`config.mk`:
```
export PLATFORM = sky130hd
export DESIGN_NAME = spike_injector
export DESIGN_NICKNAME = d
export VERILOG_FILES = /design/src/rtl/spike_injector.sv
export SDC_FILE = /design/constraint.sdc
export NUM_CORES = 1
export LEC_CHECK = 0
export BUFFER_PORTS_ARGS = -buffer_cell sky130_fd_sc_hd__buf_2
export CORE_ASPECT_RATIO = 0.8
export CORE_MARGIN = 8
export CORE_UTILIZATION = 40
export DETAILED_ROUTE_END_ITERATION = 10
export GPL_ROUTABILITY_DRIVEN = 0
export SYNTH_ARGS = -nofsm -noshare
export SYNTH_HDL_FRONTEND = slang
export SYNTH_SLANG_ARGS = --single-unit
export TNS_END_PERCENT = 1
```
`constraint.sdc`:
```
create_clock -name clk -period 5.5 [get_ports clk]
set_clock_uncertainty 0.05 [all_clocks]
set_input_delay 0.825 -clock clk [delete_from_list [all_inputs] [get_ports clk]]
set_output_delay 0.825 -clock clk [all_outputs]
set_load 0.005 [all_outputs]
```
`src/rtl/spike_injector.sv`:
```
// Spike network transmit side: buffers neuron fire events and injects one
// 34-bit packet per granted cycle, with an end-of-tick flush handshake.
package spike_injector_pkg;
   typedef struct packed {
      logic [1:0] dest_core;
      logic [3:0] delay;
      logic [7:0] dest_axon;
      logic [7:0] neuron;
   } spike_evt_t;
endpackage

module spike_injector
   import spike_injector_pkg::*;
#(
   parameter int unsigned DEPTH = 16,
   parameter int unsigned CNT_W = $clog2(DEPTH + 1)
) (
   input  logic             clk,
   input  logic             rst,
   input  logic [1:0]       core_id,
   input  logic             spike_valid,
   output logic             spike_ready,
   input  logic [7:0]       spike_neuron,
   input  logic [1:0]       spike_dest_core,
   input  logic [7:0]       spike_dest_axon,
   input  logic [3:0]       spike_delay,
   input  logic             tick_end,
   input  logic             inject_grant,
   output logic [33:0]      inject_packet,
   output logic             tick_done,
   output logic [CNT_W-1:0] fifo_count
);

   localparam int unsigned PTR_W = $clog2(DEPTH);

   typedef enum logic [1:0] {RUN, FLUSH, DONE} state_t;

   state_t           state;
   spike_evt_t       mem [DEPTH];
   spike_evt_t       wr_evt;
   spike_evt_t       head;
   logic [PTR_W-1:0] wr_ptr;
   logic [PTR_W-1:0] rd_ptr;
   logic             push;
   logic             pop;

   // Ready is gated by reset so no event is taken while the core is held.
   assign spike_ready = rst && (state == RUN) && (fifo_count < CNT_W'(DEPTH));
   assign push        = spike_valid && spike_ready;
   assign pop         = inject_grant && (fifo_count != '0);
   assign wr_evt      = {spike_dest_core, spike_delay, spike_dest_axon, spike_neuron};
   assign head        = mem[rd_ptr];

   // Event storage carries no reset; occupancy is tracked by the pointers.
   always_ff @(posedge clk) begin
      if (push) mem[wr_ptr] <= wr_evt;
   end

   always_ff @(posedge clk or negedge rst) begin
      if (!rst) begin
         wr_ptr        <= '0;
         rd_ptr        <= '0;
         fifo_count    <= '0;
         inject_packet <= '0;
         tick_done     <= 1'b0;
         state         <= RUN;
      end else begin
         tick_done <= 1'b0;

         if (push) wr_ptr <= wr_ptr + PTR_W'(1);

         if (pop) begin
            rd_ptr        <= rd_ptr + PTR_W'(1);
            inject_packet <= {1'b0, head.dest_core, head.delay, head.dest_axon,
                              head.neuron, core_id, 8'h00, 1'b1};
         end else begin
            inject_packet <= '0;
         end

         case ({push, pop})
            2'b10:   fifo_count <= fifo_count + CNT_W'(1);
            2'b01:   fifo_count <= fifo_count - CNT_W'(1);
            default: fifo_count <= fifo_count;
         endcase

         // DONE is entered only once the last packet has been registered out.
         case (state)
            RUN: begin
               if (tick_end) state <= FLUSH;
            end
            FLUSH: begin
               if ((fifo_count == '0) && !pop) begin
                  state     <= DONE;
                  tick_done <= 1'b1;
               end
            end
            DONE:    state <= RUN;
            default: state <= RUN;
         endcase
      end
   end

endmodule

```
==> run summary, run 1 <==
• **outcome** finished clean
• **Inst Count DP** 1288
• **total vias in the final route** 7188
• **largest cells by area after synthesis** edfxtp_1, mux4_2, dfrtp_1
• **synthesized flop and latch total** 393
• **r2r startpoint** fifo_count[1]
• **total power** 8.21 mW
• **detailed-route wire length** 32700 µm
• **DRC errors left** 0
• **Max VDD drop** 0.000281 V
• **Synth Warn #** 0
• **proportion of layout cells with a drive suffix above 1** 28.6%
• **maximum clock insertion buffer count** 3
• **worst min path class** primary input to async pin
• **final slew viol count** 0
• **post-route setup slack** 1.91 ns
• **cell chosen for the clock root** clkbuf_16
• **maximum clock rate** 279 MHz
• **estimated wirelength of the detail-placed design** 19100 µm
• **Least-Margin Pin Slew** 1.29 ns
• **number of cells traversed by the worst register-to-register path** 11
• **Global Route Usage Sum** 14.7%
• **CP Data Arrival Time** 3.99 ns
• **Max-Slew Margin vs Limit** 14.0%
• **main combinational cell family by area after synthesis** multiplexers
• **met1 GRT Util** 20.2%
• **post-synthesis sequential area ratio** 75.5%
• **final cell count without fillers** 1358
• **Die Span Y** 191 µm
• **global-route track usage on met2** 24.1%
• **final hold violations** 0
• **final-report setup violation count** 0
• **Overflow after GRT** 0
• **area grow syn2layout** 13.4%
• **antenna violations before repair** 0
• **Post-synth EDFFs** 352
• **worst-case hold slack** 0.402 ns
• **CP max FO** 23
• **Register-to-Register Setup Slack** 1.91 ns
• **starting density of the core** 40.4%
• **post-route cell area** 17400 µm²
• **CTS Hold Buffers Added** 0
• **Finished Core Util** 45.8%
• **area of placed instances** 16200 µm²
• **maximum number of pins on one net before global-route repair** 66
• **initial drt markers** 501
• **nature of the critical path startpoint** register
• **TritonCTS Sinks** 393
• **# rows** 64
• **dominant cell by count in the synthesized netlist** edfxtp_1
• **cell accounting for the most synthesized area** edfxtp_1
• **Setup Total Neg Slack** 0 ns
• **share of the synthesized area in compound gates (AO/OA/AOI/OAI)** 1.65%
• **CP Capture Type** register
• **critical setup path kind** register to register
• **number of buffers created by CTS** 38
• **maximum level of the CTS H-tree** 2
• **number of detailed-routing iterations run before antenna repair** 5
• **Clk pin slew, worst setup/hold paths** 0.06 ns
• **net count of the finished layout** 871
• **core area** 38000 µm²
• **Post-Syn Area per Cell** 20.2 µm²
• **setup repair bufs after CTS** 0
• **TritonCTS clock tree** built
• **Via-to-Cell Ratio** 5.29
• **count of unique library cells instantiated by Yosys** 46
• **IO Count** 70
• **wire per inst** 24.1 µm
• **minimum clock period after layout** 3.59 ns
• **die span in x** 235 µm
• **post-synthesis async set-or-reset flop share** 10.4%
• **Port Buffers** 60
• **number of global-route vias before repair** 7454
• **unrepaired setup endpoints after global routing** false
• **share of the synthesized area in the top cell type** 68.8%
• **post-synthesis simple-gate area fraction** 6.01%
• **number of antenna-violating nets in the routed design** 0
• **worst slack at placement** 1.89 ns
• **met3 routing resource usage after global routing** 2.68%
• **share of the synthesized netlist area taken by xor and xnor gates** 0.570%
• **top cell types by occurrence after synthesis** edfxtp_1, mux4_2, dfrtp_1, nand2_1, nor3_1
• **flip-flop cell with the highest count after synthesis** edfxtp_1
• **r2r endpoint** fifo_count[4]
• **Netlist Area Pre-Place** 15400 µm²
• **wire length of the first global-routing pass** 49300 µm
• **period utilization** 65.3%
• **Die ar.** 45000 µm²
• **number of resized instances in the post-cts repair step** 0
• **Max Cap Violations** 0
• **area share of fa/ha/maj cells after synthesis** 0.733%
• **clock latency on the worst-skew pair** 0.53 ns
• **Layout fillers** 3208
• **ratio of total power to cell area** 472 nW/µm²
• **number of instances in the synthesized netlist** 761
• **multiplexer area fraction after synthesis** 13.1%
• **global routing's busiest layer** met2
• **data required time of the worst path** 5.90 ns
• **Antenna Cells** 0
• **total leakage power** 5.80 nW
## layout by cell type (no fill, tap or decap), types with 21 or more instances in the layout
master,netlist,layout
dfrtp_1,41,38
mux4_2,84,84
nor3_1,25,21
buf_2,10,60
clkbuf_16,0,41
and3_1,21,21
a211oi_1,22,22
nor2b_1,24,24
edfxtp_1,352,352
nand2b_1,24,24
nand2_1,32,32
## state kept, by name (all words and copies together) (netlist names)
| register | flops |
|---|---|
| fifo_count | 5 |
| state | 2 |
| wr_ptr | 4 |
| mem | 352 |
| tick_done | 1 |
| rd_ptr | 4 |
| inject_packet | 25 |
## critical path, cell delays in order (launching register included)
cell,delay [ns]
dfrtp_1,0.46
or2_2,0.34
nor4_4,0.19
nand2b_2,0.66
inv_2,0.20
ha_1,0.38
xor2_1,0.19
ha_1,0.22
o211ai_1,0.21
nand2b_1,0.09
a221o_1,0.32
nor3_1,0.18
## area by class of cell
cell class                      instances  area (µm²)  area share, %
Clock buffer                           50        1110           6.37
Clock inverter                         20         129          0.740
Inverter                                5        18.8          0.108
Multi-Input combinational cell        321        3500           20.1
Sequential cell                       393       11600           66.6
Tap cell                              495         619           3.56
Timing Repair Buffer                   74         430           2.47
## layer usage
| metal | part of all wire (%) | vias up | wire length [µm] |
|---|---|---|---|
| li1 | - | 3182 | - |
| met1 | 45 | 3795 | 14700 |
| met2 | 49 | 171 | 15900 |
| met3 | 5.0 | 40 | 1630 |
| met4 | 1.6 | 0 | 524 |
| met5 | 0 | - | 0 |
## worst max path at each step
stage / start / slack (ns) / end / depth (start not counted)
finish: fifo_count[1] / 1.91 / fifo_count[4] / 11
global route: fifo_count[2] / 1.62 / fifo_count[4] / 11
CTS: fifo_count[2] / 1.88 / fifo_count[4] / 11
detailed placement: fifo_count[2] / 1.89 / fifo_count[4] / 11
global placement: fifo_count[2] / 1.92 / fifo_count[4] / 11
floorplan: rst / 1.85 / mem[3][0] / 5
## where the power goes
part           internal (mW)  total, mW  switching [mW]  leakage, nW
clock network           1.47       2.56            1.09        0.618
registers               3.40       3.82           0.418         3.67
logic                  0.990       1.83           0.840         1.51
## kinds of logic after synthesis
kind of cell | after synthesis
and+or+nand+nor | 165
AOI/OAI and AO/OA | 36
DFF | 393
muxes | 92
xor gates and xnor gates | 10
buffers and inverters | 55
adders and majority gates | 9
other | 1
(Power assumes the default switching activity.)
==> run 2: changes to the inputs <==
Clock period 5.5 ns to 3.1 ns, I/O delays scaled along.
==> run 2 against run 1 <==
Worst hold slack got worse by 0.32 ns. Register-to-register slack worse by 1.6 ns. Clock-buffer cell count grew 9. Setup slack worse by 1.6 ns. Sequential power grew 74%. Clock power increased by 81%. Via count increased by 3.5%. Cell count up 3.1%. Utilization rose by 0.88 points. Sequential share of layout area down 1.3 points. Die area stayed put. Total power rose by 79%. Critical endpoint unchanged.
==> run summary, run 2 (same netlist as run 1, synthesis figures left out) <==
• **outcome** finished clean
• **most frequent cells in the layout** edfxtp_1, mux4_2, buf_2
• **Register-to-Register Setup Slack** 0.26 ns, -1.65 ns
• **critical setup path kind** register to register
• **area grow syn2layout** 15.5%
• **final-report setup violation count** 0, unchanged
• **core area** 38000 µm², unchanged
• **delay of the slowest critical-path stage** 0.45 ns, -0.21 ns
• **Die ar.** 45000 µm², unchanged
• **IO Count** 70, unchanged
• **total vias in the final route** 7438, +3.5%
• **Inst Count DP** 1325, +2.9%
• **slowest cell on the critical path** dfrtp_1
• **period utilization** 91.6%, +26 points
• **minimum clock period after layout** 2.84 ns, -0.752 ns
• **die span in x** 235 µm, unchanged
• **number of buffers created by CTS** 40, +5.3%
• **wire length of the first global-routing pass** 49800 µm, +1.0%
• **DRC errors left** 0, unchanged
• **final slew viol count** 0, unchanged
• **# rows** 64, unchanged
• **Global Route Usage Sum** 14.8%, +0.12 points
• **total leakage power** 5.99 nW, +3.2%
• **TritonCTS Sinks** 393, unchanged
• **cell chosen for the clock root** clkbuf_16
• **estimated wirelength of the detail-placed design** 18900 µm, -0.70%
• **Port Buffers** 60, unchanged
• **TritonCTS clock tree** built
• **number of cells traversed by the worst register-to-register path** 11, unchanged
• **wire per inst** 23.8 µm, -1.2%
• **total power** 14.7 mW, +79%
• **Overflow after GRT** 0, unchanged
• **ratio of total power to cell area** 827 nW/µm², +75%
• **Max-Slew Margin vs Limit** 46.4%, +32 points
• **r2r startpoint** fifo_count[2]
• **proportion of layout cells with a drive suffix above 1** 30.4%, +1.8 points
• **CP Data Arrival Time** 3.24 ns, -0.75 ns
• **register with the highest flop count** mem
• **worst min path class** primary input to async pin
• **initial drt markers** 589, +18%
• **Regs by FF count** mem (352), inject_packet (25), fifo_count (5)
• **number of global-route vias before repair** 7596, +1.9%
• **Least-Margin Pin Slew** 0.804 ns, -0.485 ns
• **detailed-route wire length** 33300 µm, +1.9%
• **r2r endpoint** fifo_count[4]
• **starting density of the core** 40.4%, unchanged
• **unrepaired setup endpoints after global routing** false
• **first element of the critical path** fifo_count[2]
• **final cell count without fillers** 1400, +3.1%
• **cells traversed along the worst timing path** or2_2 > nor4_4 > nand2b_2 > inv_2 > ha_2 > xor2_1 > ha_1 > nor2b_1 > o21ai_0 > a221o_1 > nor3_1
• **clock latency on the worst-skew pair** 0.53 ns, about the same
• **final hold violations** 0, unchanged
• **most common library cell in the layout ignoring fill and taps** edfxtp_1
• **data required time of the worst path** 3.50 ns, -2.40 ns
• **Die Span Y** 191 µm, unchanged
• **number of antenna-violating nets in the routed design** 0, unchanged
• **Max Cap Violations** 0, unchanged
• **Via-to-Cell Ratio** 5.31, +0.37%
• **maximum clock insertion buffer count** 3, unchanged
• **antenna violations before repair** 2, +2
• **flip-flop count of the largest register, all copies and words added** 352, unchanged
• **net count of the finished layout** 910, +4.5%
• **CP max FO** 11, -52%
• **maximum clock rate** 352 MHz, +26%
• **maximum level of the CTS H-tree** 2, unchanged
• **maximum number of pins on one net before global-route repair** 53, -20%
• **Clk pin slew, worst setup/hold paths** 0.06 ns, about the same
• **number of detailed-routing iterations run before antenna repair** 4, -1
• **CP Capture Type** register
• **Max VDD drop** 0.000529 V, +89%
• **nature of the critical path startpoint** register
==> run 2: cell types whose count changed in the layout (fill, tap and decap cells not counted), moves of 2 or more <==
cell	previous run	this run
buf_12	2	7
buf_4	12	44
clkbuf_1	4	16
clkbuf_8	5	2
clkinv_1	4	6
clkinv_2	12	1
inv_6	1	3
nor2_2	5	11
nor2_4	7	1
==> run 2: cell type report <==
| type | instances | area, µm² |
|---|---|---|
| antenna | 1 | 2.50 |
| clock buffer | 59 | 1110 |
| clock inverter | 15 | 138 |
| fill | 3195 | 20300 |
| inverter | 5 | 18.8 |
| multi-input combinational | 321 | 3480 |
| sequential | 393 | 11600 |
| tap | 495 | 619 |
| timing repair buffer | 111 | 771 |
==> run 2: worst max path at each step <==
stage          cells after the start  slack [ns]             to
2_1_floorplan                      5       -0.20      mem[0][0]
3_3_place_gp                      11        0.22  fifo_count[4]
6_report                          11        0.26  fifo_count[4]
5_1_grt                           11        0.08  fifo_count[4]
4_1_cts                           11        0.14  fifo_count[4]
3_5_place_dp                      11        0.15  fifo_count[4]
==> run 2: power by group <==
part	switching (mW)	internal (mW)	total, mW
Sequential	0.615	6.04	6.66
Combinational	1.48	1.90	3.38
Clock	1.96	2.67	4.64
Total	4.06	10.6	14.7
==> run 2: per-stage QoR <==
step           TNS [ns]  hold WS, ns  instance area [µm²]  utilization [%]  setup WS [ns]
3_3_place_gp          0        0.397                16500             43.4          0.220
5_1_grt               0        0.112                17700             46.7         0.0778
3_5_place_dp          0        0.412                16500             43.4          0.152
2_1_floorplan    -13.00        0.119                15400                -         -0.198
4_1_cts               0       0.0879                17700             46.7          0.139
6_report              0       0.0770                17800             46.7          0.261
==> run 2: routing by layer <==
layer  up-vias  share of wire, %  GRT usage [%]  wire, µm
li1       3265                 -              -         -
met1      3924                48           21.4     15900
met2       197                46           23.0     15200
met3        50               4.8           2.91      1590
met4         2               1.7           3.51       575
met5         -             0.039              0        13
==> run 2: what timing repair did <==
| item | 4_1_cts | 5_1_grt |
|---|---|---|
| setup buffers | 0 | 0 |
| hold buffers | 0 | 0 |
| resized for setup | 0 | 1 |
| endpoints found under the setup margin | 0 | 1 |
==> run 2: worst max-delay path, delay by kind of cell, from the launching register on <==
family          cells  cell delay [ns]
simple gates        5             1.07
buf+inv             1             0.09
compound gates      2             0.47
xor+xnor            1             0.16
fa+ha+maj           2             0.47
flops               1             0.45
